## config.mk

```make
export PLATFORM = sky130hd
export DESIGN_NAME = multicycle_control
export DESIGN_NICKNAME = d
export VERILOG_FILES = /design/src/rtl/multicycle_control.sv
export SDC_FILE = /design/constraint.sdc
export NUM_CORES = 1
export LEC_CHECK = 0
export CAP_MARGIN = 20
export CELL_PAD_IN_SITES_DETAIL_PLACEMENT = 0
export CELL_PAD_IN_SITES_GLOBAL_PLACEMENT = 1
export CORE_MARGIN = 1.5
export CORE_UTILIZATION = 30
export CTS_CLUSTER_SIZE = 10
export DETAILED_ROUTE_END_ITERATION = 10
export DONT_BUFFER_PORTS = 1
export PLACE_DENSITY_LB_ADDON = 0.15
export RECOVER_POWER = 100
export SYNTH_ARGS = -nofsm -noshare
export SYNTH_HDL_FRONTEND = slang
export SYNTH_SLANG_ARGS = --single-unit
```

## constraint.sdc

```tcl
create_clock -name Clock -period 2.04 [get_ports Clock]
set_clock_uncertainty 0.05 [all_clocks]
set_input_delay 0.51 -clock Clock [delete_from_list [all_inputs] [get_ports Clock]]
set_output_delay 0.51 -clock Clock [all_outputs]
set_load 0.03 [all_outputs]
```

## src/rtl/multicycle_control.sv

```systemverilog
// Multi-cycle control sequencer for the 16-bit CPU datapath: FETCH/DECODE/EXEC/MEM/WB
// with a memory ready handshake, illegal-opcode detection and a retired-instruction counter.
module multicycle_control #(
    parameter int PC_INC = 2,
    parameter int CNT_W  = 16
) (
    input  logic             Clock,
    input  logic             Reset,
    input  logic [3:0]       OPCODE,
    input  logic             MemReady,
    output logic             IorD,
    output logic             MemRead,
    output logic             MemWrite,
    output logic             IrWrite,
    output logic             PcWrite,
    output logic             PcWriteCond,
    output logic             PcSource,
    output logic             AluSrcA,
    output logic [1:0]       AluSrcB,
    output logic [1:0]       AluOp,
    output logic             Shift,
    output logic             RegDst,
    output logic             MemToReg,
    output logic             RegWrite,
    output logic             Illegal,
    output logic             InstrDone,
    output logic [CNT_W-1:0] RetiredCount,
    output logic [2:0]       State
);

    typedef enum logic [2:0] {
        FETCH  = 3'd0,
        DECODE = 3'd1,
        EXEC   = 3'd2,
        MEM    = 3'd3,
        WB     = 3'd4
    } state_t;

    localparam logic [3:0] OP_ADD  = 4'b0000;
    localparam logic [3:0] OP_SUB  = 4'b0001;
    localparam logic [3:0] OP_SHF  = 4'b0010;
    localparam logic [3:0] OP_LW   = 4'b1100;
    localparam logic [3:0] OP_SW   = 4'b1101;
    localparam logic [3:0] OP_BEQ  = 4'b1111;

    state_t state, next_state;
    logic   is_rtype, is_itype, is_mem, legal;

    // The instruction register is loaded at the end of FETCH, so OPCODE is stable from DECODE on.
    assign is_rtype = (OPCODE == OP_ADD) || (OPCODE == OP_SUB) || (OPCODE == OP_SHF);
    assign is_itype = (OPCODE == 4'b1001) || (OPCODE == 4'b1010) || (OPCODE == 4'b1011);
    assign is_mem   = (OPCODE == OP_LW) || (OPCODE == OP_SW);
    assign legal    = is_rtype || is_itype || is_mem || (OPCODE == OP_BEQ);

    assign State = state;

    // NOTE: sequential state uses non-blocking (<=) so every register samples pre-edge values.
    always_ff @(posedge Clock) begin
        if (Reset) begin
            state        <= FETCH;
            RetiredCount <= '0;
        end else begin
            state <= next_state;
            if (InstrDone)
                RetiredCount <= RetiredCount + 1'b1;
        end
    end

    always_comb begin
        next_state = state;
        unique case (state)
            FETCH:  if (MemReady) next_state = DECODE;
            DECODE: next_state = legal ? EXEC : FETCH;
            EXEC: begin
                if (is_mem)                 next_state = MEM;
                else if (OPCODE == OP_BEQ)  next_state = FETCH;
                else                        next_state = WB;
            end
            MEM: begin
                if (OPCODE == OP_LW)        next_state = MemReady ? WB : MEM;
                else if (OPCODE == OP_SW)   next_state = MemReady ? FETCH : MEM;
                else                        next_state = FETCH;
            end
            WB:      next_state = FETCH;
            default: next_state = FETCH;
        endcase
    end

    // NOTE: every output gets a default before the case so no path leaves a latch behind.
    always_comb begin
        IorD        = 1'b0;
        MemRead     = 1'b0;
        MemWrite    = 1'b0;
        IrWrite     = 1'b0;
        PcWrite     = 1'b0;
        PcWriteCond = 1'b0;
        PcSource    = 1'b0;
        AluSrcA     = 1'b0;
        AluSrcB     = 2'b00;
        AluOp       = 2'b00;
        Shift       = 1'b0;
        RegDst      = 1'b0;
        MemToReg    = 1'b0;
        RegWrite    = 1'b0;
        Illegal     = 1'b0;
        InstrDone   = 1'b0;
        unique case (state)
            FETCH: begin
                MemRead = 1'b1;
                AluSrcB = 2'b01;
                IrWrite = MemReady;
                PcWrite = MemReady;
            end
            DECODE: begin
                AluSrcB = 2'b11;
                Illegal = !legal;
            end
            EXEC: begin
                AluSrcA = 1'b1;
                if (OPCODE == OP_SHF) begin
                    AluOp = 2'b10;
                    Shift = 1'b1;
                end else if (is_rtype) begin
                    AluOp = 2'b10;
                end else if (is_itype) begin
                    AluSrcB = 2'b10;
                    AluOp   = 2'b11;
                end else if (is_mem) begin
                    AluSrcB = 2'b10;
                end else if (OPCODE == OP_BEQ) begin
                    AluOp       = 2'b01;
                    PcWriteCond = 1'b1;
                    PcSource    = 1'b1;
                    InstrDone   = 1'b1;
                end
            end
            MEM: begin
                IorD = 1'b1;
                if (OPCODE == OP_LW) begin
                    MemRead = 1'b1;
                end else if (OPCODE == OP_SW) begin
                    MemWrite  = 1'b1;
                    InstrDone = MemReady;
                end
            end
            WB: begin
                RegWrite  = 1'b1;
                InstrDone = 1'b1;
                RegDst    = is_rtype;
                MemToReg  = (OPCODE == OP_LW);
            end
            default: ;
        endcase
        // Reset abandons the instruction in flight: no strobe or write may escape this cycle.
        if (Reset) begin
            MemRead     = 1'b0;
            MemWrite    = 1'b0;
            IrWrite     = 1'b0;
            PcWrite     = 1'b0;
            PcWriteCond = 1'b0;
            RegWrite    = 1'b0;
            Illegal     = 1'b0;
            InstrDone   = 1'b0;
        end
    end

endmodule

```

# After elaboration in Yosys (flattened, before gate mapping)
# Index checks and enable logic that the tools add are counted.
[op_classes] n_addsub=1 eq_ne=13 muxes=50 reduce_logical=11
[op_table] cell="$mux 1" n=30
[op_table] cell="$eq 4x4->1 const B" n=6
[op_table] cell="$mux 2" n=11
[op_table] cell="$add 16x1->16 const B" n=1
[op_table] cell="$mux 3" n=5
[op_table] cell="$pmux 3 s4" n=1
[op_table] cell="$logic_or 1x1->1" n=8
[op_table] cell="$eq 3x2->1 const B" n=2
[op_table] cell="$pmux 2 s3" n=1
[op_table] cell="$eq 4x1->1 const B" n=1
[op_table] cell="$eq 4x2->1 const B" n=1
[op_table] cell="$logic_not 4->1" n=1
[op_table] cell="$eq 3x1->1 const B" n=1
[op_table] cell="$eq 3x3->1 const B" n=1
[op_table] cell="$logic_not 3->1" n=1
[op_table] cell="$pmux 1 s3" n=1
[op_table] cell="$ne 2x2->1 const B" n=1
[op_table] cell="$pmux 1 s2" n=1
[op_table] cell="$logic_not 1->1" n=1
[totals] register_bits=19 in_bits=7 out_inout_bits=37

# Depth between registers and ports, before layout
# Gate-level depths: netlist (run 1).
[depth] ltp_word=9 ltp_mapped=7 depth_no_buf=5

# Least setup slack after synthesis (run 1)
# No wires, ideal clock.
[synth_timing] kind="flip-flop to output port" from="reg state[1], in the netlist State[1]" to="out AluOp[1]" arrival_time_ps=2411 t_required_ps=1480 setup_slack_ps=-931 stages_incl_launch_ff=7 path_buffers=1 cell_sequence="dfxtp_1 -> buf_2 -> inv_1 -> or3_1 -> inv_1 -> o21ai_0 -> a211oi_1"
[synth_between] elab_chain_cells=2
[synth_lines] element="from (decl)" line="46" rtl="state_t state, next_state;"
[synth_lines] element="from (signal assigned)" line="63" rtl="state <= next_state;"
[synth_lines] element="$eq 3x2->1" line="107" rtl="unique case (state)"
[synth_lines] element="$mux 2" line="107"
[synth_lines] element="to (decl)" line="20" rtl="output logic [1:0] AluOp,"
# Every way passes these cells.

# Worst setup path in the final report (run 1)
[layout_timing] from="reg state[0], in the netlist State[0]" to="out PcSource"
[layout_between] elab_chain_cells=2
[layout_lines] element="$eq 3x2->1" line="107"
[layout_lines] element="$mux 1" line="107"
[layout_lines] element="to (decl)" line="17" rtl="output logic PcSource,"
# Every way passes these cells.

==> key figures, run 1 <==
Synthesis
  • Synth Instances: 153
  • Post-synth EDFFs: 0
  • Mean Syn Cell Area: 7.949 um2
  • Ys flop type: dfxtp_1
  • Netlist cell types: 42
  • Synth async-reset ratio: 0
  • Area of the mapped netlist: 1216 um2
  • Seq cells post-synth: 19
  • Yosys Warn Count: 0
  • Sequential fraction of the synthesis area: 0.3128
  • Syn Nets: 161

Floorplanning
  • Die boundary height: 66.67 um
  • Row count: 22
  • Initial core utilization: 0.3225
  • Die X: 66.67 um
  • Core ar.: 3771 um2
  • Full die area: 4445 um2
  • Io pins: 44

Detailed routing
  • Post-route ant nets: 0
  • Drt pass-1 iters: 4
  • 1st-iter DRT viols: 55
  • Vias per cell: 5.288
  • Residual DRC: 0
  • Routed len/inst: 14.58 um
  • Detailed-route wire length: 3397 um
  • Vias: 1,232

Finish
  • Post-route design area: 1712 um2
  • Layout Nets: 194
  • Proportion of layout cells with a drive suffix above 1: 0.4054
  • Area grow syn2layout: 40.74%
  • N_diodes: 0

CTS
  • Sinks on Clock Net: 19
  • CTS tree: yes
  • Worst-path clk slew: 0.07 ns
  • Hold-fix buffers, CTS: 0
  • Clock Latency Late Sink: 0.26 ns
  • Clock Path Buffers: 2
  • Clock Root Buffer: clkbuf_8
  • Total CTS buffers: 3
  • H-tree levels: 1

Power and ir drop
  • Comb power frac: 0.159
  • Max VDD drop: 0.1871 mV
  • Sequential share of power: 0.489
  • Sw power: 211.8 uW
  • Internal power: 561.1 uW
  • Switching share of power: 0.2741
  • Power Density: 451.5 nW/um2
  • Pleak: 0.6665 nW
  • Clock power frac: 0.352

Worst setup path
  • Worst Setup SP: State[0]$_SDFFE_PP0P_
  • R2r worst-path depth: 7
  • Critical Path End Type: output port
  • FF-to-FF Start: State[0]$_SDFFE_PP0P_
  • Worst-path maximum fanout: 6
  • CP endpoint: PcSource
  • WP data arrival: 1.55 ns
  • Reg2reg end: RetiredCount[13]$_SDFFE_PP0P_
  • R2r setup slk: 0.09 ns
  • Startpoint Class: flip-flop
  • Worst Path Required: 1.48 ns
  • Crit Path Category: reg2out

GRT
  • First-pass GRT wire length: 5554 um
  • Initial antenna violation count: 0
  • Total track usage: 0.1604
  • Total grt overflow: 0
  • Largest net degree at the start of global routing: 23
  • Number of global-route vias before repair: 1,127

Placement
  • PortBufs: 0
  • Routability congestion estimate: 0.7368
  • Post-DP HPWL: 2450 um
  • Placed inst area: 1545 um2

Timing
  • Final critical-path share of the clock period: 1.035
  • Crit path time final: 2.111 ns
  • Worst slew pin tran: 0.3865 ns
  • Final setup violation count: 4
  • Slew HR: 0.7425
  • Final Max Slew Viols: 0
  • RSZ-0062 raised after global routing: true
  • Worst setup slack after layout: -0.07149 ns
  • Setup_tns: -0.1654 ns
  • Max Fclk: 0.4736 GHz
  • Hold Fails Final Rpt: 0

Run status
  • Status: finished, violations left
  • Failing checks: setup timing

Run
  • Max-Cap Viols: 0

Worst hold path
  • Worst min path class: in2reg
==> layout make-up <==
| class | instances | area, um2 |
|---|---|---|
| Clock buffer | 4 | 45.04 |
| Fill cell | 403 | 2059 |
| Tap cell | 48 | 60.06 |
| Multi-Input combinational cell | 117 | 875.8 |
| Sequential cell | 19 | 389.1 |
| Timing Repair Buffer | 41 | 319.1 |
| Inverter | 4 | 22.52 |
==> sequential cells by signal (all words and copies together) (netlist names) <==
| register | flops |
|---|---|
| State | 3 |
| RetiredCount | 16 |
==> cells in the mapped netlist, drive strengths merged, types with 2 or more instances <==
cell type   n  area (um2)
dfxtp      19       380.4
or3         4       25.02
xor2       10       87.58
or4         3       22.52
nor2       19       73.82
and3        4       25.02
nor3        5       25.02
o2111ai     2       17.52
nand3b      2       27.53
nand2      13       48.80
o31ai       3       22.52
inv         4       15.01
o21ai       7       46.30
o211ai      6       45.04
clkbuf      7       26.28
nor4        4       25.02
nand4       3       18.77
nand3       3       15.01
and2        4       26.28
a21oi      10       50.05
buf         6       50.04
==> stage by stage <==
stage	utilization	hold slack (ns)	setup WS [ns]	instances	power (mW)
5_1_grt	0.4539	0.2522	-0.1043	233	0.8058
2_1_floorplan	-	0.5457	-0.1212	153	0.5053
3_3_place_gp	0.4098	0.4675	0.08003	220	0.4889
3_5_place_dp	0.4098	0.4585	0.06446	220	0.4900
6_report	0.4539	0.2623	-0.07149	233	0.7729
4_1_cts	0.4416	0.2589	-0.1035	231	0.7673
==> worst min path at each step <==
stage,slack (ns),cells past startpoint,endpoint,startpoint
after floorplan,0.55,2,RetiredCount[1]$_SDFFE_PP0P_,RetiredCount[1]$_SDFFE_PP0P_
final,0.26,1,RetiredCount[11]$_SDFFE_PP0P_,Reset
after global routing,0.25,1,RetiredCount[8]$_SDFFE_PP0P_,Reset
after detailed placement,0.46,1,State[2]$_SDFFE_PP0P_,State[1]$_SDFFE_PP0P_
after global placement,0.47,1,State[2]$_SDFFE_PP0P_,State[1]$_SDFFE_PP0P_
after CTS,0.26,1,RetiredCount[11]$_SDFFE_PP0P_,Reset
==> per-layer routing <==
layer / part of all wire / GRT usage / vias to the layer above
met5: 0 / 0 / -
met4: 0.0038 / 0.03061 / 0
met3: 0.068 / 0.04223 / 2
met2: 0.45 / 0.2425 / 35
met1: 0.48 / 0.2287 / 579
li1: - / - / 616
==> critical path, cell delays in order, from the launching register on <==
cell and delay [ns]:
dfxtp_4 0.37, or3_4 0.45, buf_6 0.15, nor3_4 0.17
buf_6 0.15
==> power groups by stage <==
stage | logic [mW] | clock network (mW) | registers (mW)
5_1_grt | 0.131 | 0.296 | 0.378
6_report | 0.123 | 0.272 | 0.378
4_1_cts | 0.112 | 0.277 | 0.378
2_1_floorplan | 0.115 | 0 | 0.391
3_5_place_dp | 0.103 | 0 | 0.387
3_3_place_gp | 0.101 | 0 | 0.388
==> cells in the final DEF, fill, tap and decap left out, types with 5 or more instances in the layout <==
cell | synthesis | final
o211ai_1 | 6 | 6
dfxtp_1 | 19 | 16
xor2_1 | 10 | 10
buf_4 | 3 | 38
nand2_1 | 13 | 11
a21oi_1 | 10 | 9
nor2_1 | 18 | 15
o21ai_0 | 6 | 5
==> cells by family after synthesis <==
kind of cell	count (synthesis)	synth area share
AND/OR/NAND/NOR	70	0.3117
adder cells (fa/ha/maj)	2	0.01852
AO/OA/AOI/OAI	35	0.2099
buffers and inverters	17	0.07510
XOR/XNOR	10	0.07201
flip-flops	19	0.3128
==> timing repair <==
action,4_1_cts,5_1_grt
gates cloned,0,0
endpoints found under the setup margin,6,13
buffers inserted,7,3
pin swaps,5,6
gates resized for setup,7,9
Power figures use the tool's default switching activity.
==> run 2, diff against run 1 <==
==> constraint.sdc (replaced) <==
create_clock -name Clock -period 2.3 [get_ports Clock]
set_clock_uncertainty 0.05 [all_clocks]
set_input_delay 0.575 -clock Clock [delete_from_list [all_inputs] [get_ports Clock]]
set_output_delay 0.575 -clock Clock [all_outputs]
set_load 0.02 [all_outputs]
==> run 2 against run 1 <==
- critical path depth up 2
- via count down 5.8%
- cell count down 8.2%
- power down 17%
- worst setup slack better by 0.17 ns
- routed wire length down 5.4%
- sequential share of layout area up 5.0 points
- largest cell class unchanged
- die area unchanged
- highest routed layer unchanged
- critical endpoint is now AluOp[1]
- register-to-register slack better by 0.13 ns
- largest power group unchanged
- the run now ends clean
- utilization down 8.8 points
==> key figures, run 2 (synthesis gave the netlist of run 1 again) <==
Worst setup path
  • Reg2reg end: RetiredCount[11]$_SDFFE_PP0P_
  • R2r setup slk: 0.22 ns (+0.13 ns)
  • Crit Path Category: reg2out
  • Critical Path End Type: output port
  • Worst Path Required: 1.67 ns (+0.19 ns)
  • WP data arrival: 1.58 ns (+0.03 ns)
  • Worst-path maximum fanout: 4 (-2)
  • Startpoint Class: flip-flop
  • FF-to-FF Start: State[0]$_SDFFE_PP0P_
  • R2r worst-path depth: 6 (-1)

Finish
  • Max reg flops: 16 (unchanged)
  • Layout Nets: 175 (-9.8%)
  • Commonest non-fill, non-tap cells in the layout: 18 x nor2_1, 17 x dfxtp_1, 13 x nand2_1, 12 x clkbuf_1
  • N_diodes: 0 (unchanged)
  • Biggest register: RetiredCount
  • Leading cell type in the layout, fill and taps excluded: nor2_1
  • Post-route design area: 1381 um2 (-19%)
  • Proportion of layout cells with a drive suffix above 1: 0.1506 (-0.2548)
  • Finished Layout Cells: 214 (-8.2%)
  • Final core occ: 0.3663 (-0.08759)
  • Area grow syn2layout: 13.58%
  • FILL cells: 407 (+0.99%)

Timing
  • Slew HR: 0.7002 (-0.04224)
  • Crit path time final: 2.200 ns
  • Hold Fails Final Rpt: 0 (unchanged)
  • WHS: 0.3255 ns (+0.06321 ns)
  • RSZ-0062 raised after global routing: false
  • Max Fclk: 0.4545 GHz
  • Final critical-path share of the clock period: 0.9567
  • Final setup violation count: 0 (-4)
  • Worst slew pin tran: 0.4467 ns (+0.06013 ns)
  • Final Max Slew Viols: 0 (unchanged)

GRT
  • Total track usage: 0.1595 (-0.0008192)
  • Largest net degree at the start of global routing: 23 (unchanged)
  • Total grt overflow: 0 (unchanged)
  • First-pass GRT wire length: 5451 um (-1.9%)
  • Number of global-route vias before repair: 1,123 (-0.35%)
  • Initial antenna violation count: 0 (unchanged)

CTS
  • Clock Path Buffers: 2 (unchanged)
  • Worst-path clk slew: 0.07 ns (about the same)
  • H-tree levels: 1 (unchanged)
  • Total CTS buffers: 3 (unchanged)
  • Clock Latency Late Sink: 0.26 ns (about the same)
  • Clock Root Buffer: clkbuf_8
  • CTS tree: yes
  • Sinks on Clock Net: 19 (unchanged)

Floorplanning
  • Die boundary height: 66.67 um (unchanged)
  • Core ar.: 3771 um2 (unchanged)
  • Full die area: 4445 um2 (unchanged)
  • Die X: 66.67 um (unchanged)
  • Io pins: 44 (unchanged)
  • Initial core utilization: 0.3225 (unchanged)
  • Row count: 22 (unchanged)

Placement
  • Placed cell count: 209 (-5.0%)
  • Placed inst area: 1381 um2 (-11%)
  • Post-DP HPWL: 2287 um (-6.7%)
  • PortBufs: 0 (unchanged)
  • Routability congestion estimate: 0.7644 (+3.7%)

Power and ir drop
  • Max VDD drop: 0.1828 mV (-2.3%)
  • Tot Pwr: 641.4 uW (-17%)
  • Power Density: 464.4 nW/um2 (+2.8%)
  • Pleak: 0.4819 nW (-28%)

Worst hold path
  • Hold Path End: RetiredCount[1]$_SDFFE_PP0P_
  • Worst min path class: in2reg
  • WHS Path Cells: 1 (unchanged)
  • Worst Hold Launch: Reset

Detailed routing
  • Post-route ant nets: 0 (unchanged)
  • 1st-iter DRT viols: 45 (-18%)
  • Vias per cell: 5.425 (+2.6%)
  • Detailed-route wire length: 3213 um (-5.4%)
  • Vias: 1,161 (-5.8%)
  • Residual DRC: 0 (unchanged)
  • Drt pass-1 iters: 4 (unchanged)
  • Routed len/inst: 15.01 um (+3.0%)

Run status
  • Status: complete, no violations

Run
  • Max-Cap Viols: 0 (unchanged)
[run 2: how the worst max path moves through the flow]
stage                                          to                   from  depth (start not counted)
global route                          PcWriteCond  State[1]$_SDFFE_PP0P_                          4
detailed placement  RetiredCount[11]$_SDFFE_PP0P_              OPCODE[2]                          6
finish                                   AluOp[1]  State[1]$_SDFFE_PP0P_                          6
floorplan                             PcWriteCond  State[1]$_SDFFE_PP0P_                          4
global placement                        InstrDone              OPCODE[2]                          5
CTS                                     InstrDone  State[0]$_SDFFE_PP0P_                          5
[run 2: power by group]
group	leakage, nW	switching, mW	internal (mW)
sequential	0.154	0.00550	0.332
combinational	0.305	0.0439	0.0244
clock	0.0228	0.112	0.123
total	0.482	0.162	0.480
[run 2: worst max-delay path, stage by stage, from the launching register on]
cell and delay (ns):
dfxtp_2 0.34, inv_2 0.06, or3_4 0.41, inv_1 0.09, o21ai_0 0.10, a211oi_2 0.15, buf_4 0.17
[run 2: cell type report]
type                       instances  area, um2  share of cell area
clock buffer                       4      45.04             0.03261
tap                               48      60.06             0.04348
sequential                        19      382.9              0.2772
timing repair buffer              22      118.9             0.08605
multi-input combinational        117      759.5              0.5498
inverter                           4      15.01             0.01087
[run 2: per-stage QoR]
step | setup WS (ns) | setup TNS [ns]
global route | 0.003755 | 0
floorplan | -0.1846 | -0.5340
finish | 0.09961 | 0
global placement | 0.2342 | 0
detailed placement | 0.2054 | 0
CTS | 0.0004295 | 0
[run 2: metal layers]
metal / vias to the layer above / wire length (um) / GRT usage
li1: 575 / - / -
met2: 31 / 1437 / 0.2438
met3: 2 / 200 / 0.06081
met1: 553 / 1560 / 0.2108
met4: 0 / 14 / 0.03827
met5: - / 0 / 0
[run 2: timing repair]
| action | 4_1_cts | 5_1_grt |
|---|---|---|
| hold buffers | 0 | 0 |
| setup endpoints to repair | 2 | 4 |
| buffers inserted | 0 | 1 |
| pin swaps | 0 | 1 |
| resized for setup | 2 | 3 |
